`config.mk`:
```
export PLATFORM = sky130hd
export DESIGN_NAME = sign_extender_flat
export DESIGN_NICKNAME = d
export VERILOG_FILES = /design/src/rtl/sign_extender_if.sv /design/src/rtl/sign_extender.sv /design/src/flat_wrapper.sv
export SDC_FILE = /design/constraint.sdc
export NUM_CORES = 1
export LEC_CHECK = 0
export CORE_MARGIN = 4
export CORE_UTILIZATION = 25
export CTS_BUF_LIST = sky130_fd_sc_hd__clkbuf_16
export DETAILED_ROUTE_END_ITERATION = 7
export HOLD_SLACK_MARGIN = 0.1
export PLACE_DENSITY = 0.83
export SLEW_MARGIN = 30
export SYNTH_ARGS = -nofsm -noshare
export SYNTH_HDL_FRONTEND = slang
export SYNTH_SLANG_ARGS = --single-unit
```
`constraint.sdc`:
```
create_clock -name clk -period 4 [get_ports clk]
set_input_delay 0.8 -clock clk [delete_from_list [all_inputs] [get_ports clk]]
set_output_delay 0.8 -clock clk [all_outputs]
set_load 0.03 [all_outputs]
```
`src/rtl/sign_extender_if.sv`:
```
// Bus bundle for sign_extender: input field, valid qualifier, combinational and registered results.
// Optional zext mode select is present only when SIGN_EXTENDER_ZEXT_EN is defined.
interface sign_extender_if #(
  parameter int unsigned NUM_IN_BITS  = 11,
  parameter int unsigned NUM_OUT_BITS = 64
);
  logic [NUM_IN_BITS-1:0]  in;
  logic                    in_valid;
`ifdef SIGN_EXTENDER_ZEXT_EN
  logic                    zext;
`endif
  logic [NUM_OUT_BITS-1:0] out;
  logic [NUM_OUT_BITS-1:0] out_q;
  logic                    out_valid;

  modport master (
    output in,
    output in_valid,
`ifdef SIGN_EXTENDER_ZEXT_EN
    output zext,
`endif
    input  out,
    input  out_q,
    input  out_valid
  );

  modport slave (
    input  in,
    input  in_valid,
`ifdef SIGN_EXTENDER_ZEXT_EN
    input  zext,
`endif
    output out,
    output out_q,
    output out_valid
  );
endinterface

```
`src/rtl/sign_extender.sv`:
```
// Sign/zero extender with a combinational result and a 1-cycle registered copy.
// SIGN_EXTENDER_ZEXT_EN enables the zext mode input; otherwise the block always sign-extends.
module sign_extender #(
  parameter int unsigned NUM_IN_BITS  = 11,
  parameter int unsigned NUM_OUT_BITS = 64
) (
  input  logic             clk,
  input  logic             rst_n,
  sign_extender_if.slave   bus
);

  localparam int unsigned EXT_BITS = (NUM_OUT_BITS > NUM_IN_BITS) ? (NUM_OUT_BITS - NUM_IN_BITS) : 1;

  // Parameter legality is enforced at elaboration.
  if (NUM_IN_BITS < 1) begin : g_chk_in
    $error("sign_extender: NUM_IN_BITS must be >= 1");
  end
  if (NUM_OUT_BITS < NUM_IN_BITS) begin : g_chk_out
    $error("sign_extender: NUM_OUT_BITS must be >= NUM_IN_BITS");
  end

  logic [NUM_OUT_BITS-1:0] w_out;
  logic [NUM_OUT_BITS-1:0] r_out_q;
  logic                    r_out_valid;

  // Upper bits exist only when the result is wider than the input field.
  if (NUM_OUT_BITS > NUM_IN_BITS) begin : g_ext
    logic w_fill;
`ifdef SIGN_EXTENDER_ZEXT_EN
    assign w_fill = bus.in[NUM_IN_BITS-1] & ~bus.zext;
`else
    assign w_fill = bus.in[NUM_IN_BITS-1];
`endif
    assign w_out = {{EXT_BITS{w_fill}}, bus.in};
  end else begin : g_noext
`ifdef SIGN_EXTENDER_ZEXT_EN
    logic w_unused_zext;
    assign w_unused_zext = bus.zext;
`endif
    assign w_out = NUM_OUT_BITS'(bus.in);
  end

  // Registered copy: load on valid, hold otherwise; valid tracks in_valid each edge.
  always_ff @(posedge clk or negedge rst_n) begin
    if (!rst_n) begin
      r_out_q     <= '0;
      r_out_valid <= 1'b0;
    end else begin
      r_out_valid <= bus.in_valid;
      if (bus.in_valid) begin
        r_out_q <= w_out;
      end
    end
  end

  assign bus.out       = w_out;
  assign bus.out_q     = r_out_q;
  assign bus.out_valid = r_out_valid;

endmodule

```
`src/flat_wrapper.sv`:
```
// flat-port wrapper written by rule: the top's interface ports become plain ports
module sign_extender_flat 
#(
  parameter int unsigned NUM_IN_BITS  = 11,
  parameter int unsigned NUM_OUT_BITS = 64
)
  (clk, rst_n, bus_in, bus_in_valid, bus_out, bus_out_q, bus_out_valid);
  sign_extender_if #(.NUM_IN_BITS(NUM_IN_BITS), .NUM_OUT_BITS(NUM_OUT_BITS)) bus_i ();
  input  logic clk;
  input  logic rst_n;
  input wire logic [$bits(bus_i.in)-1:0] bus_in;
  input wire logic [$bits(bus_i.in_valid)-1:0] bus_in_valid;
  output wire logic [$bits(bus_i.out)-1:0] bus_out;
  output wire logic [$bits(bus_i.out_q)-1:0] bus_out_q;
  output wire logic [$bits(bus_i.out_valid)-1:0] bus_out_valid;
  assign bus_i.in = bus_in;
  assign bus_i.in_valid = bus_in_valid;
  assign bus_out = bus_i.out;
  assign bus_out_q = bus_i.out_q;
  assign bus_out_valid = bus_i.out_valid;
  sign_extender #(.NUM_IN_BITS(NUM_IN_BITS), .NUM_OUT_BITS(NUM_OUT_BITS)) u_core (.clk(clk), .rst_n(rst_n), .bus(bus_i));
endmodule
```
==> metrics.md, run 1 <==
| Metric | Value |
|---|---|
| Status | `finished clean` |
| Largest net degree at the start of global routing | `55` |
| Vias in the first global route | `768` |
| Max-slew headroom | `51.1%` |
| Worst path cell trace | `clkdlybuf4s50_1, buf_4, clkdlybuf4s50_1` |
| Synthesized area per cell | `9.58 sq um` |
| Critical path endpoint category | `primary output` |
| Net Count, Synth | `155` |
| Starting Density | `26.1%` |
| Sw Ratio | `41.9%` |
| Area Overhead vs Synth | `53.3%` |
| Mapped cell area | `1350 sq um` |
| Drt initial violations | `8` |
| Critical path buffer and inverter count | `3` |
| Layout Skew | `0 ns` |
| Largest family of logic cells by synthesized area | `buffers and inverters` |
| Port-buffer cells | `142` |
| Detailed Routing Iterations Pass 1 | `2` |
| CTS root buf | `clkbuf_16` |
| Critical Path Fanout Max | `35` |
| Sequential share of power | `17.9%` |
| Cell count after synthesis | `141` |
| Die area | `6650 sq um` |
| Worst Setup Start Kind | `input port` |
| Flops & latches, synth | `12` |
| Hpwl dp | `2230 um` |
| Hold WC Path Type | `flop to flop` |
| Top cell type's share of synthesized area | `65.0%` |
| Via-to-Cell Ratio | `3.42` |
| Slowest CP cell | `clkdlybuf4s50_1` |
| Post-layout minimum cycle time | `3.12 ns` |
| CP delay by family, top | `buffers and inverters` |
| Met2 Use GR | `12.7%` |
| Setup Crit Path Kind | `input port to primary output` |
| Setup tns final | `0 ns` |
| WL/cell | `12.0 um` |
| Post-synthesis compound-gate area fraction | `0%` |
| NetSw | `329 uW` |
| Io pins | `143` |
| Hold-fix buffer count after cts | `0` |
| Final setup viols | `0` |
| First-pass GRT wire length | `3820 um` |
| Multiplexer share of the synthesized area | `11.9%` |
| Cell internal pwr | `455 uW` |
| Synth Area in Adders | `0%` |
| Post-synth top area cell | `buf_4` |
| Clock power frac | `23.0%` |
| Later-pin clock latency in the skew report | `0.24 ns` |
| Ant. Diodes | `0` |
| Crit path DAT | `2.32 ns` |
| Drt drc | `0` |
| Commonest non-fill, non-tap cell in the layout | `clkdlybuf4s50_1` |
| GRT Total Usage | `7.40%` |
| CTS H-Tree Depth | `1` |
| Total Routed Length | `2900 um` |
| FP Rows | `26` |
| Worst vdd ir | `0.164 mV` |
| Post-CTS Setup Inserts | `0` |
| Core Box Area | `5170 sq um` |
| Final hold vios | `0` |
| Nets | `187` |
| Critical path's most frequent cell | `clkdlybuf4s50_1` |
| Yosys cell types | `5` |
| Most area-consuming cells after synthesis | `buf_4 (65%), dfrtp_1 (22%), mux2_4 (11%)` |
| Clock Tree Buf Depth | `2` |
| TritonCTS clock tree | `done` |
| Crit share post-route | `77.9%` |
| Die Ht | `81.5 um` |
| Max-cap violation count | `0` |
| GRT Residual Overflow | `0` |
| CTS resizes | `0` |
| CP required | `3.20 ns` |
| Sequential cell area fraction in the yosys report | `22.2%` |
| Xor/xnor cell area share of the yosys netlist | `0%` |
| Die W | `81.5 um` |
| RSZ-0062 raised after global routing | `false` |
| Yosys Warn Count | `0` |
| F_max | `321 MHz` |
| Leak Pwr | `0.000834 uW` |
| Most frequent cells in the layout | `clkdlybuf4s50_1 (142), dfrtp_1 (12), mux2_4 (10)` |
| Number of CTS-inserted buffers | `3` |
| GP Congestion | `0.659` |
| GR Util met1 | `8.79%` |
| Simple-gate portion of the synthesized area | `0%` |
| Share of layout cells above drive strength 1 | `9.88%` |
| Total number of vias | `827` |
| DRT antenna net count | `0` |
| Slew @ Worst Pin | `0.731 ns` |
| Worst-path clk slew | `0.04 ns` |
| Initial antenna violation count | `0` |
| Slew Limit Fails | `0` |
| Final core occ | `40.1%` |
| Logic pwr share | `59.1%` |
| Met3 Use GR | `2.08%` |
| Most Crowded Layer GR | `met2` |
| Slowest stage delay, CP | `0.74 ns` |
| CTS sink cnt | `12` |
| Cell Pwr Density | `378 nW/um^2` |
flip-flops by register name (all words and copies together) (netlist names):
signal and flops:
u_core.bus.out_q 11, u_core.bus.out_valid 1
power by group through the flow:
stage	Combinational (uW)	Sequential [uW]	Clock [uW]
5_1_grt	482	142	194
2_1_floorplan	335	175	0
4_1_cts	468	140	187
3_3_place_gp	463	141	0
6_report	463	140	180
3_5_place_dp	467	142	0
metrics by stage:
step	hold slack (ns)	setup WS (ns)	area, sq um	power [uW]	cells
2_1_floorplan	0.504	1.59	1350	510	141
3_3_place_gp	0.491	0.927	1990	604	238
3_5_place_dp	0.495	0.883	1990	609	238
4_1_cts	0.505	0.875	2070	796	242
5_1_grt	0.528	0.824	2070	817	242
6_report	0.498	0.883	2070	784	242
routing by layer:
layer | part of all wire, % | wire, um | vias up
li1 | - | - | 382
met1 | 40 | 1170 | 354
met2 | 46 | 1340 | 89
met3 | 13 | 370 | 2
met4 | 0.93 | 27 | 0
met5 | 0 | 0 | -
synthesized netlist by cell type:
cell	number
dfrtp_1	12
mux2_4	10
buf_6	1
mux2_2	1
buf_4	117
layout make-up:
cell class / instances / area, sq um
Fill cell: 490 / 3100
Multi-Input combinational cell: 11 / 161
Clock buffer: 3 / 75.1
Clock inverter: 1 / 3.75
Tap cell: 70 / 87.6
Sequential cell: 12 / 300
Timing Repair Buffer: 145 / 1440
kinds of logic after synthesis:
group,Yosys count
mux,11
buf+inv,118
flops,12
worst paths after layout:
path,cells past startpoint,to,slack [ns],from
setup / recovery,3,bus_out[47],0.88,bus_in[10]
hold / removal,1,u_core.bus.out_q[9]$_DFFE_PN0P_,0.50,u_core.bus.out_q[9]$_DFFE_PN0P_
setup reg to reg,1,u_core.bus.out_q[3]$_DFFE_PN0P_,3.22,u_core.bus.out_q[3]$_DFFE_PN0P_
hold reg to reg,1,u_core.bus.out_q[9]$_DFFE_PN0P_,0.50,u_core.bus.out_q[9]$_DFFE_PN0P_
max in group asynchronous,1,u_core.bus.out_q[3]$_DFFE_PN0P_,2.71,rst_n
min in group asynchronous,1,u_core.bus.out_q[0]$_DFFE_PN0P_,0.92,rst_n
Note: power is estimated with default switching activity, not from simulation.
==> inputs of run 2 (changes only) <==
Settings changed: PLACE_DENSITY 0.83 to 0.86.
Clock period 4 ns to 2.5 ns, I/O delays scaled along.
==> run 2 against run 1 <==
  * Via count shrank 0.73%
  * Die area stayed put
  * Combinational power increased by 49%
  * Global-route usage decreased by 1.4 points
  * Clock power is 54% higher
  * Critical path type unchanged
==> metrics.md, run 2 (same netlist as run 1, synthesis figures left out) <==
| Metric | Value |
|---|---|
| Status | `finished clean` |
| Port-buffer cells | `142 (unchanged)` |
| Total Routed Length | `2690 um (-7.1%)` |
| Clock power frac | `23.4% (+0.4 points)` |
| Largest net degree at the start of global routing | `55 (unchanged)` |
| Hold WC Path Type | `flop to flop` |
| Hold-fix buffer count after cts | `0 (unchanged)` |
| Drt initial violations | `8 (unchanged)` |
| GRT Residual Overflow | `0 (unchanged)` |
| Later-pin clock latency in the skew report | `0.23 ns (about the same)` |
| Max-slew headroom | `64.2% (+13 points)` |
| Final hold vios | `0 (unchanged)` |
| WL/cell | `11.1 um (-7.1%)` |
| First-pass GRT wire length | `3060 um (-20%)` |
| Via-to-Cell Ratio | `3.39 (-0.73%)` |
| Crit share post-route | `86.7%` |
| Setup Crit Path Kind | `input port to primary output` |
| Leak Pwr | `0.000935 uW (+12%)` |
| Io pins | `143 (unchanged)` |
| Clock Tree Buf Depth | `2 (unchanged)` |
| Die W | `81.5 um (unchanged)` |
| Fin worst setup slack | `0.333 ns (-0.550 ns)` |
| Cell internal pwr | `672 uW (+48%)` |
| CP delay by family, top | `buffers and inverters` |
| CTS resizes | `0 (unchanged)` |
| CTS root buf | `clkbuf_16` |
| TritonCTS clock tree | `done` |
| NetSw | `519 uW (+58%)` |
| Critical path endpoint category | `primary output` |
| Slew @ Worst Pin | `0.536 ns (-0.195 ns)` |
| Worst path cell trace | `clkdlybuf4s50_1, clkdlybuf4s50_1` |
| Most frequent cells in the layout | `buf_4 (112), clkdlybuf4s50_1 (34), dfrtp_1 (12)` |
| Slowest stage delay, CP | `0.68 ns (-0.06 ns)` |
| Detailed Routing Iterations Pass 1 | `2 (unchanged)` |
| Critical path buffer and inverter count | `2 (-1)` |
| Pre-CTS setup slack | `0.329 ns (-0.553 ns)` |
| Total number of vias | `821 (-0.73%)` |
| Nets | `188 (+0.53%)` |
| Setup tns final | `0 ns (unchanged)` |
| FP Rows | `26 (unchanged)` |
| Core Box Area | `5170 sq um (unchanged)` |
| Critical path's most frequent cell | `clkdlybuf4s50_1` |
| Worst vdd ir | `0.194 mV (+19%)` |
| Logic pwr share | `57.9% (-1.2 points)` |
| Share of layout cells above drive strength 1 | `73.3% (+63 points)` |
| GRT Total Usage | `5.98% (-1.4 points)` |
| Final core occ | `34.9% (-5.2 points)` |
| Starting Density | `26.1% (unchanged)` |
| Slew Limit Fails | `0 (unchanged)` |
| DRT antenna net count | `0 (unchanged)` |
| Largest register FFs | `11 (unchanged)` |
| Cell Pwr Density | `659 nW/um^2 (+74%)` |
| RSZ-0062 raised after global routing | `false` |
| F_max | `461 MHz` |
| Die Ht | `81.5 um (unchanged)` |
| Fillers | `505 (+3.1%)` |
| Area Overhead vs Synth | `33.6%` |
| Worst-path clk slew | `0.04 ns (about the same)` |
| Post-CTS Setup Inserts | `0 (unchanged)` |
| Sw Ratio | `43.6% (+1.7 points)` |
| Commonest non-fill, non-tap cell in the layout | `buf_4` |
| Sequential share of power | `18.8% (+0.9 points)` |
| Hpwl dp | `2230 um (about the same)` |
| Final setup viols | `0 (unchanged)` |
| Die area | `6650 sq um (unchanged)` |
| DP Cell Count | `239 (+0.42%)` |
| Drt drc | `0 (unchanged)` |
| Vias in the first global route | `651 (-15%)` |
| Slowest CP cell | `clkdlybuf4s50_1` |
| CTS H-Tree Depth | `1 (unchanged)` |
| GP Congestion | `0.704 (+7.0%)` |
| CP required | `2.00 ns (-1.20 ns)` |
| Number of CTS-inserted buffers | `3 (unchanged)` |
| Layout Skew | `0 ns (unchanged)` |
| Post-layout minimum cycle time | `2.17 ns` |
| Worst Setup Start Kind | `input port` |
| Critical Path Fanout Max | `2 (-94%)` |
| Crit path DAT | `1.67 ns (-0.65 ns)` |
| Initial antenna violation count | `0 (unchanged)` |
| Ant. Diodes | `0 (unchanged)` |
| Hold_ws | `0.505 ns (+0.00733 ns)` |
| Fin cells | `242 (unchanged)` |
| CTS sink cnt | `12 (unchanged)` |
| Max-cap violation count | `0 (unchanged)` |
## run 2: cell count changes in the layout (fill, tap and decap cells not counted), sizes merged
| cell | delta |
|---|---|
| clkdlybuf4s50 | -108 |
| clkinv | -1 |
| buf | +109 |
## run 2: stage by stage
step,power [uW],area [sq um]
after global placement,915,1730
after global routing,1240,1810
after floorplan,817,1350
final,1190,1810
after detailed placement,922,1730
after CTS,1210,1810
## run 2: worst paths after layout
check | start | endpoint | slack, ns | cells past startpoint
max | bus_in[5] | bus_out[5] | 0.33 | 2
min | u_core.bus.out_q[1]$_DFFE_PN0P_ | u_core.bus.out_q[1]$_DFFE_PN0P_ | 0.51 | 1
max reg2reg | u_core.bus.out_q[10]$_DFFE_PN0P_ | u_core.bus.out_q[10]$_DFFE_PN0P_ | 1.74 | 1
min reg2reg | u_core.bus.out_q[1]$_DFFE_PN0P_ | u_core.bus.out_q[1]$_DFFE_PN0P_ | 0.51 | 1
max in group asynchronous | rst_n | u_core.bus.out_q[10]$_DFFE_PN0P_ | 1.52 | 1
min in group asynchronous | rst_n | u_core.bus.out_q[3]$_DFFE_PN0P_ | 0.62 | 1
## run 2: layout make-up
class	count	area, sq um	area share [%]
Clock buffer	3	75.1	4.16
Multi-Input combinational cell	11	161	8.94
Sequential cell	12	300	16.6
Tap cell	70	87.6	4.85
Timing Repair Buffer	146	1180	65.4
## run 2: power groups by stage
stage,logic [uW],registers (uW),clock network (uW)
floorplan,536,280,0
global placement,689,225,0
detailed placement,696,226,0
CTS,697,224,290
global route,716,226,294
finish,689,224,278
## run 2: per-layer routing
metal	wire, um	global-route usage (%)
met3	459	1.32
met1	965	7.28
met2	1240	10.1
met5	0	0
met4	24	2.53
==> inputs of run 3 (changes only) <==
Settings changed: CORE_UTILIZATION 25 to 26, PLACE_DENSITY 0.86 to 0.89.
==> run 3 against run 2 <==
  * Sequential share of layout area barely moved
  * Sequential cell count did not move
  * Sequential power barely moved
  * Clock power barely moved
  * Setup slack got worse by 0.0024 ns
  * Wire length rose by 1.9%
==> metrics.md, run 3 (same netlist as run 1, synthesis figures left out) <==
| Metric | Value |
|---|---|
| Hold-fix buffer count after cts | `0 (unchanged)` |
| Hpwl dp | `2280 um (+2.2%)` |
| Reg-to-reg slack, setup | `1.73 ns (about the same)` |
| Worst Setup Start Kind | `input port` |
| Post-CTS Setup Inserts | `0 (unchanged)` |
| Core Box Area | `4880 sq um (-5.7%)` |
| CP delay by family, top | `buffers and inverters` |
| Initial antenna violation count | `0 (unchanged)` |
| Placement Cell Area | `1730 sq um (about the same)` |
| GP Congestion | `0.662 (-6.1%)` |
| Min-delay src | `u_core.bus.out_q[7]$_DFFE_PN0P_` |
| Largest net degree at the start of global routing | `56 (+1.8%)` |
| CP required | `2.00 ns (about the same)` |
| Post-layout minimum cycle time | `2.17 ns (+0.00244 ns)` |
| Max-cap violation count | `0 (unchanged)` |
| Port-buffer cells | `142 (unchanged)` |
| Largest register FFs | `11 (unchanged)` |
| Drt drc | `0 (unchanged)` |
| Slew Limit Fails | `0 (unchanged)` |
| Slowest CP cell | `clkdlybuf4s50_1` |
| Worst path cell trace | `clkdlybuf4s50_1, clkdlybuf4s50_1` |
| Slew @ Worst Pin | `0.548 ns (+0.0117 ns)` |
| Share of layout cells above drive strength 1 | `73.1% (-0.16 points)` |
| Clock Tree Buf Depth | `2 (unchanged)` |
| FP Rows | `25 (-3.8%)` |
| Hold WC Path Type | `flop to flop` |
| Via-to-Cell Ratio | `3.46 (+2.1%)` |
| Nets | `187 (-0.53%)` |
| Hold Path Stages | `1 (unchanged)` |
| CTS resizes | `0 (unchanged)` |
| Area Overhead vs Synth | `33.7% (about the same)` |
| WHS Endpoint | `u_core.bus.out_q[7]$_DFFE_PN0P_` |
| DRT antenna net count | `0 (unchanged)` |
| GRT Total Usage | `6.94% (+0.96 points)` |
| Critical Path Fanout Max | `2 (unchanged)` |
| Die Ht | `80.1 um (-1.8%)` |
| Io pins | `143 (unchanged)` |
| Hold_ws | `0.507 ns (+0.00184 ns)` |
| Final setup viols | `0 (unchanged)` |
| Worst vdd ir | `0.211 mV (+8.7%)` |
| Slowest stage delay, CP | `0.68 ns (about the same)` |
| Crit path DAT | `1.67 ns (about the same)` |
| Number of CTS-inserted buffers | `3 (unchanged)` |
| Critical path's most frequent cell | `clkdlybuf4s50_1` |
| Die area | `6410 sq um (-3.5%)` |
| Vias in the first global route | `786 (+21%)` |
| Total Routed Length | `2750 um (+1.9%)` |
| Worst-path clk slew | `0.04 ns (about the same)` |
| Setup Crit Path Kind | `input port to primary output` |
| Status | `finished clean` |
| Final hold vios | `0 (unchanged)` |
| Setup tns final | `0 ns (unchanged)` |
| Ant. Diodes | `0 (unchanged)` |
| Fillers | `525 (+4.0%)` |
| Leak Pwr | `0.000935 uW (about the same)` |
| Die W | `80.1 um (-1.8%)` |
| TritonCTS clock tree | `done` |
| Later-pin clock latency in the skew report | `0.23 ns (about the same)` |
| First-pass GRT wire length | `3580 um (+17%)` |
| Detailed Routing Iterations Pass 1 | `2 (unchanged)` |
| GRT Residual Overflow | `0 (unchanged)` |
| Most frequent cells in the layout | `buf_4 (110), clkdlybuf4s50_1 (34), dfrtp_1 (12)` |
| F_max | `461 MHz (-0.11%)` |
| Fin area | `1810 sq um (about the same)` |
| RSZ-0062 raised after global routing | `false` |
| Crit share post-route | `86.8% (+0.097 points)` |
| CTS H-Tree Depth | `1 (unchanged)` |
| FF-to-FF Start | `u_core.bus.out_q[2]$_DFFE_PN0P_` |
| CTS root buf | `clkbuf_16` |
| Max-slew headroom | `63.4% (-0.78 points)` |
| Critical path endpoint category | `primary output` |
| Critical path buffer and inverter count | `2 (unchanged)` |
| Cell Pwr Density | `661 nW/um^2 (+0.19%)` |
| Reg2Reg Depth | `1 (unchanged)` |
| Drt initial violations | `11 (+3)` |
| CTS sink cnt | `12 (unchanged)` |
| Tot Pwr | `1190 uW (+0.25%)` |
| Total number of vias | `824 (+0.37%)` |
| Layout Skew | `0 ns (unchanged)` |
| Starting Density | `27.7% (+1.6 points)` |
| Commonest non-fill, non-tap cell in the layout | `buf_4` |
| WL/cell | `11.5 um (+3.6%)` |
| Reg-to-Reg End | `u_core.bus.out_q[2]$_DFFE_PN0P_` |
==> run 3: changes by cell type in the layout (fill, tap and decap cells not counted) <==
cell    previous run  this run
buf_4            112       110
buf_12             0         1
==> run 3: layout make-up <==
type	count	area (sq um)	area share (%)
Tap cell	67	83.8	4.64
Multi-Input combinational cell	11	161	8.93
Sequential cell	12	300	16.6
Timing Repair Buffer	145	1190	65.7
Clock buffer	3	75.1	4.16
==> run 3: how the worst max path moves through the flow <==
| stage | start | endpoint | slack (ns) | cells past startpoint |
|---|---|---|---|---|
| 6_report | bus_in[2] | bus_out[2] | 0.33 | 2 |
| 5_1_grt | bus_in[2] | bus_out[2] | 0.30 | 2 |
| 4_1_cts | bus_in[2] | bus_out[2] | 0.32 | 2 |
| 3_5_place_dp | bus_in[2] | bus_out[2] | 0.32 | 2 |
| 3_3_place_gp | bus_in[5] | bus_out[5] | 0.33 | 2 |
| 2_1_floorplan | u_core.bus.out_q[10]$_DFFE_PN0P_ | bus_out_q[11] | 0.39 | 1 |
==> run 3: routing by layer <==
| metal | global-route usage [%] | part of all wire, % | wire [um] | vias up |
|---|---|---|---|---|
| met2 | 12.7 | 46 | 1270 | 93 |
| met4 | 2.53 | 0.98 | 27 | 0 |
| met1 | 7.66 | 36 | 987 | 349 |
| met5 | 0 | 0 | 0 | - |
| met3 | 1.79 | 17 | 465 | 2 |
| li1 | - | - | - | 380 |
==> run 3: where the power goes <==
group | internal, uW | switching [uW]
Combinational | 252 | 439
Sequential | 214 | 10.1
Clock | 207 | 71.1
==> run 3: stage by stage <==
stage          setup slack [ns]  util, %  std cells
5_1_grt                   0.297     37.0        238
6_report                  0.330     37.0        238
4_1_cts                   0.323     37.0        238
2_1_floorplan             0.393        -        141
3_5_place_dp              0.323     35.5        235
3_3_place_gp              0.334     35.5        235
